$ cat config.mk
export PLATFORM = sky130hd
export DESIGN_NAME = render_frame_scheduler
export DESIGN_NICKNAME = d
export VERILOG_FILES = /design/src/rtl/render_frame_scheduler.sv
export SDC_FILE = /design/constraint.sdc
export NUM_CORES = 1
export LEC_CHECK = 0
export BUFFER_PORTS_ARGS = -buffer_cell sky130_fd_sc_hd__clkbuf_2
export CELL_PAD_IN_SITES_DETAIL_PLACEMENT = 1
export CELL_PAD_IN_SITES_GLOBAL_PLACEMENT = 1
export CORE_MARGIN = 2
export CORE_UTILIZATION = 43
export CTS_BUF_LIST = sky130_fd_sc_hd__clkbuf_8
export DETAILED_ROUTE_END_ITERATION = 10
export PLACE_DENSITY = 0.94
export RECOVER_POWER = 100
export SETUP_SLACK_MARGIN = 0.2
export SLEW_MARGIN = 20
export SYNTH_ARGS = -nofsm -noshare
export SYNTH_HDL_FRONTEND = slang
export SYNTH_SLANG_ARGS = --single-unit
$ cat constraint.sdc
create_clock -name aclk -period 4.5 [get_ports aclk]
set_clock_uncertainty 0.05 [all_clocks]
set_input_delay 0.675 -clock aclk [delete_from_list [all_inputs] [get_ports aclk]]
set_output_delay 0.675 -clock aclk [all_outputs]
set_load 0.05 [all_outputs]
$ cat src/rtl/render_frame_scheduler.sv
// render_frame_scheduler: issues raster coordinates to the renderer per start pulse,
// bounds in-flight pixels and turns returned pixels into framebuffer writes.
module render_frame_scheduler #(
    parameter int         START_X       = 390,
    parameter int         END_X         = 634,
    parameter int         START_Y       = 390,
    parameter int         END_Y         = 765,
    parameter int         REGION_DIVIDE = 530,
    parameter logic [1:0] SEL_TOP       = 2'b11,
    parameter logic [1:0] SEL_BOTTOM    = 2'b10,
    parameter int         MAX_INFLIGHT  = 512
) (
    input  logic        aclk,
    input  logic        aresetn,
    input  logic        start_in,
    output logic [10:0] hcount_axis_tdata,
    output logic [9:0]  vcount_axis_tdata,
    output logic        coord_axis_tvalid,
    input  logic        coord_axis_tready,
    output logic [1:0]  select_objs,
    input  logic [23:0] pixel_axis_tdata,
    input  logic        pixel_axis_tvalid,
    output logic        fb_we,
    output logic [16:0] fb_addr,
    output logic [11:0] fb_din,
    output logic        busy_out,
    output logic        frame_done_out,
    output logic [15:0] frame_count_out,
    output logic        err_out
);
    localparam int IW = $clog2(MAX_INFLIGHT + 1);
    localparam logic [10:0]   X0   = 11'(START_X);
    localparam logic [10:0]   XL   = 11'(END_X - 1);
    localparam logic [9:0]    Y0   = 10'(START_Y);
    localparam logic [9:0]    YL   = 10'(END_Y - 1);
    localparam logic [9:0]    YD   = 10'(REGION_DIVIDE);
    localparam logic [IW-1:0] MAXI = IW'(MAX_INFLIGHT);

    typedef enum logic [1:0] {IDLE, ISSUE, DRAIN, DONE} state_t;

    state_t        state;
    state_t        state_nx;
    logic [10:0]   h;
    logic [9:0]    v;
    logic [IW-1:0] inflight;
    logic [16:0]   idx;
    logic          hs;
    logic          pix_ok;
    logic          last;
    logic          unused_bits;

    assign coord_axis_tvalid = (state == ISSUE) && (inflight < MAXI);
    assign hs                = coord_axis_tvalid && coord_axis_tready;
    assign pix_ok            = pixel_axis_tvalid && (inflight != '0);
    assign last              = (h == XL) && (v == YL);
    assign hcount_axis_tdata = h;
    assign vcount_axis_tdata = v;
    assign select_objs       = (v < YD) ? SEL_TOP : SEL_BOTTOM;
    assign busy_out          = (state != IDLE);
    assign frame_done_out    = (state == DONE);
    assign unused_bits       = ^{pixel_axis_tdata[19:16],
                                 pixel_axis_tdata[11:8],
                                 pixel_axis_tdata[3:0]};

    always_comb begin
        state_nx = state;
        case (state)
            IDLE:  if (start_in) state_nx = ISSUE;
            ISSUE: if (hs && last) state_nx = DRAIN;
            DRAIN: if (inflight == '0) state_nx = DONE;
            DONE:  state_nx = IDLE;
        endcase
    end

    always_ff @(posedge aclk or negedge aresetn) begin
        if (!aresetn) begin
            state           <= IDLE;
            h               <= X0;
            v               <= Y0;
            inflight        <= '0;
            idx             <= '0;
            fb_we           <= 1'b0;
            fb_addr         <= '0;
            fb_din          <= '0;
            frame_count_out <= '0;
            err_out         <= 1'b0;
        end else begin
            state <= state_nx;
            fb_we <= pix_ok;
            if (pix_ok) begin
                fb_addr <= idx;
                fb_din  <= {pixel_axis_tdata[23:20],
                            pixel_axis_tdata[15:12],
                            pixel_axis_tdata[7:4]};
                idx     <= idx + 17'd1;
            end
            // A pixel with nothing outstanding is a protocol error, never a write
            if (pixel_axis_tvalid && inflight == '0)
                err_out <= 1'b1;
            if (hs && !pix_ok)
                inflight <= inflight + IW'(1);
            else if (!hs && pix_ok)
                inflight <= inflight - IW'(1);
            if (state == IDLE && start_in) begin
                h       <= X0;
                v       <= Y0;
                idx     <= '0;
                fb_addr <= '0;
            end else if (hs) begin
                if (h == XL) begin
                    h <= X0;
                    v <= v + 10'd1;
                end else begin
                    h <= h + 11'd1;
                end
            end
            if (state == DONE)
                frame_count_out <= frame_count_out + 16'd1;
        end
    end
endmodule

==> impl_metrics.env <==
export IMPL_status="finished with violations"
export IMPL_failed_checks="max-capacitance violations, max-slew violations"
export IMPL_clock_path_buffers=2
export IMPL_crit_arrival_ps=3950
export IMPL_seqPwrFrac=0.387
export IMPL_dp_hpwl_um=8890
export IMPL_worstHoldStart="fb_din[5]"
export IMPL_drive_above_1_share=0.0735
export IMPL_pin_count=102
export IMPL_worstSetupEndpointType="flop"
export IMPL_pwr_share_comb=0.444
export IMPL_layout_nets=644
export IMPL_worst_r2r_cell_count=11
export IMPL_worstSkewPairLatency_ps=360
export IMPL_whs_endpoint="fb_din[5]"
export IMPL_totalWireLength_um=12700
export IMPL_numCtsBuffers=9
export IMPL_die_area_sq_mm=0.0122
export IMPL_cts_tree="yes"
export IMPL_power_density_mw_per_mm2=582
export IMPL_drtPass1Iterations=4
export IMPL_drtIter0Drc=193
export IMPL_worstReg2RegEnd="inflight[9]"
export IMPL_rows=38
export IMPL_hold_viol_final=0
export IMPL_syn_area_per_cell_sq_um=9.58
export IMPL_route_detailed_drc=0
export IMPL_hold_slack_ps=436
export IMPL_startpoint_type="flop"
export IMPL_fin_crit_sh=0.837
export IMPL_vias_per_cell=5.51
export IMPL_finalPower_mw=3.20
export IMPL_synth_common_cells="111 x nand2_1, 89 x dfrtp_1, 38 x nor2_1, 28 x a21oi_1, 27 x xor2_1"
export IMPL_switching_power_mw=1.50
export IMPL_p_leak_nw=2.45
export IMPL_initial_utilization=0.446
export IMPL_area_growth_pct=12.8
export IMPL_synth_most_common_cell="nand2_1"
export IMPL_synthFlopType="dfrtp_1"
export IMPL_synthTopCellsByArea="dfrtp_1 46%, nand2_1 8.5%, ha_1 5.1%"
export IMPL_critical_path_most_common_cell="ha_1"
export IMPL_synth_edf_count=0
export IMPL_synth_seq_area_share=0.500
export IMPL_grt_pass1_vias=4375
export IMPL_synthCells=509
export IMPL_crit_fanout=10
export IMPL_synth_top_area_share=0.457
export IMPL_dieHeight_um=110
export IMPL_numPortBuffers=88
export IMPL_synth_distinct_cells=54
export IMPL_grt_pass1_wl_um=21600
export IMPL_r2r_start="inflight[9]"
export IMPL_clk_pin_slew_ps=100
export IMPL_clockPowerShare=0.170
export IMPL_switching_share=0.470
export IMPL_cts_root_buf="clkbuf_8"
export IMPL_setup_viol=0
export IMPL_max_slew_margin=-0.174
export IMPL_fin_crit_ps=3770
export IMPL_drv_slew=100
export IMPL_crit_required_ps=4680
export IMPL_intPower_mw=1.70
export IMPL_post_cts_setup_buffers=0
export IMPL_synth_nets=559
export IMPL_track_usage=0.213
export IMPL_cp_cell_sequence="nor4_1 > nand3_1 > nand2_1 > ha_1 > inv_1 > ha_1 > and2_0 > a221oi_1 > o211ai_1 > nand4_1 > o311ai_0"
export IMPL_cts_sinks=97
export IMPL_gr_total_overflow=0
export IMPL_synth_seq_cells=97
export IMPL_fmax_mhz=265
export IMPL_drv_cap=2
export IMPL_place_congestion=0.840
export IMPL_diodes=0
export IMPL_yosysWarnings=0
export IMPL_hold_path_class="flop to flop"
export IMPL_cts_resized=0
export IMPL_core_area_sq_mm=0.0109
export IMPL_reg2reg_slack_ps=730
export IMPL_rsz0062_at_grt="false"
export IMPL_setup_tns_ps=0
export IMPL_drt_antenna_violating_nets=0
export IMPL_worst_slew_pin_slew_ps=1760
export IMPL_max_stage_delay_ps=560
export IMPL_vias=4074
export IMPL_ir_drop_mv=0.306
export IMPL_syn_area_sq_mm=0.00487
export IMPL_hold_depth=2
export IMPL_yosysTopAreaCell="dfrtp_1"
export IMPL_dieWidth_um=110
export IMPL_antenna_found_initial=0
export IMPL_holdBufCountCts=0
export IMPL_ys_async_sr_fraction=1.00
export IMPL_grt_max_degree=73
export IMPL_drt_wirelength_per_cell_um=17.2
export IMPL_htree_num_levels=3
export IMPL_crit_type="flop to flop"
export IMPL_crit_slowest_cell="a221oi_1"
state kept, by name, indices dropped and copies added, names as in the netlist:
register and cells:
idx 17, fb_addr 17, vcount_axis_tdata 10, hcount_axis_tdata 11, inflight 10, err_out 1
state 2, fb_we 1, fb_din 12, frame_count_out 16
worst max-delay path by stage:
stage / from / endpoint / cells after the start
5_1_grt: inflight[7] / inflight[9] / 11
6_report: inflight[9] / inflight[9] / 11
2_1_floorplan: inflight[0] / inflight[9] / 12
4_1_cts: inflight[0] / inflight[9] / 11
3_3_place_gp: inflight[9] / inflight[9] / 11
3_5_place_dp: inflight[0] / inflight[9] / 11
logic make-up after synthesis:
group / after synthesis / share of synthesized area
multiplexers: 3 / 0.00667
flip-flops: 97 / 0.500
XOR/XNOR: 46 / 0.0826
AO/OA/AOI/OAI: 78 / 0.0988
adder cells (fa/ha/maj): 21 / 0.0554
buffers and inverters: 31 / 0.0264
other: 1 / 0.000769
AND/OR/NAND/NOR: 232 / 0.229
cell type report:
class                   count  area, sq um
repair buffers             91          369
flip-flops and latches     97         2440
fillers                  1330         5440
well taps                 140          175
inverters                  14         52.6
clock buffers              11          151
clock inverters             5         31.3
multi-input cells         381         2280
stage by stage:
step	utilization	setup WS [ps]	instances	instance area (sq um)
after floorplan	-	1140	509	4870
after global placement	0.497	1020	723	5440
after detailed placement	0.497	824	723	5440
after CTS	0.514	776	739	5620
after global routing	0.503	481	739	5500
final	0.503	732	739	5500
power by group through the flow:
| stage | clock [mW] | combinational, mW | sequential (mW) |
|---|---|---|---|
| 2_1_floorplan | 0 | 0.789 | 1.52 |
| 3_3_place_gp | 0 | 1.34 | 1.23 |
| 3_5_place_dp | 0 | 1.44 | 1.25 |
| 4_1_cts | 0.561 | 1.46 | 1.24 |
| 5_1_grt | 0.597 | 1.54 | 1.27 |
| 6_report | 0.543 | 1.42 | 1.24 |
layout by cell type, fill, tap and decap left out, types with 2 or more instances in the layout:
cell | Yosys | routed
nand2_1 | 111 | 111
dfrtp_1 | 89 | 89
clkbuf_1 | 11 | 73
nor2_1 | 38 | 39
a21oi_1 | 28 | 28
xor2_1 | 27 | 27
o21ai_0 | 21 | 21
ha_1 | 20 | 20
nand4_1 | 19 | 19
xnor2_1 | 19 | 19
nand3_1 | 17 | 17
clkbuf_2 | 0 | 16
inv_1 | 14 | 15
and3_1 | 11 | 11
clkbuf_8 | 0 | 11
dfstp_2 | 8 | 8
nor3_1 | 7 | 7
nor4_1 | 5 | 6
nor2b_1 | 4 | 4
or3_1 | 4 | 4
o21a_1 | 4 | 4
o31a_1 | 3 | 3
o31ai_1 | 2 | 3
nand2b_1 | 3 | 3
a21o_1 | 3 | 3
and2_0 | 0 | 2
and4_1 | 2 | 2
mux2_2 | 2 | 2
a31oi_1 | 2 | 2
nor4_4 | 2 | 2
o21bai_1 | 2 | 2
a211oi_1 | 2 | 2
o211ai_1 | 2 | 2
clkinvlp_4 | 0 | 2
buf_4 | 1 | 2
metal layers:
metal  GRT usage  up-vias  wire (um)
met1       0.266     2059       5340
met2       0.370       85       6740
li1            -     1911          -
met5           0        -          0
met3      0.0324       19        397
met4      0.0833        0        256
worst max-delay path, delay by kind of cell (launching register included):
kind	cells	cell delay, ps
adders and majority gates	2	660
buffers and inverters	1	220
AOI/OAI and AO/OA	3	920
DFF	1	450
and+or+nand+nor	5	1350
(Power assumes the default switching activity.)
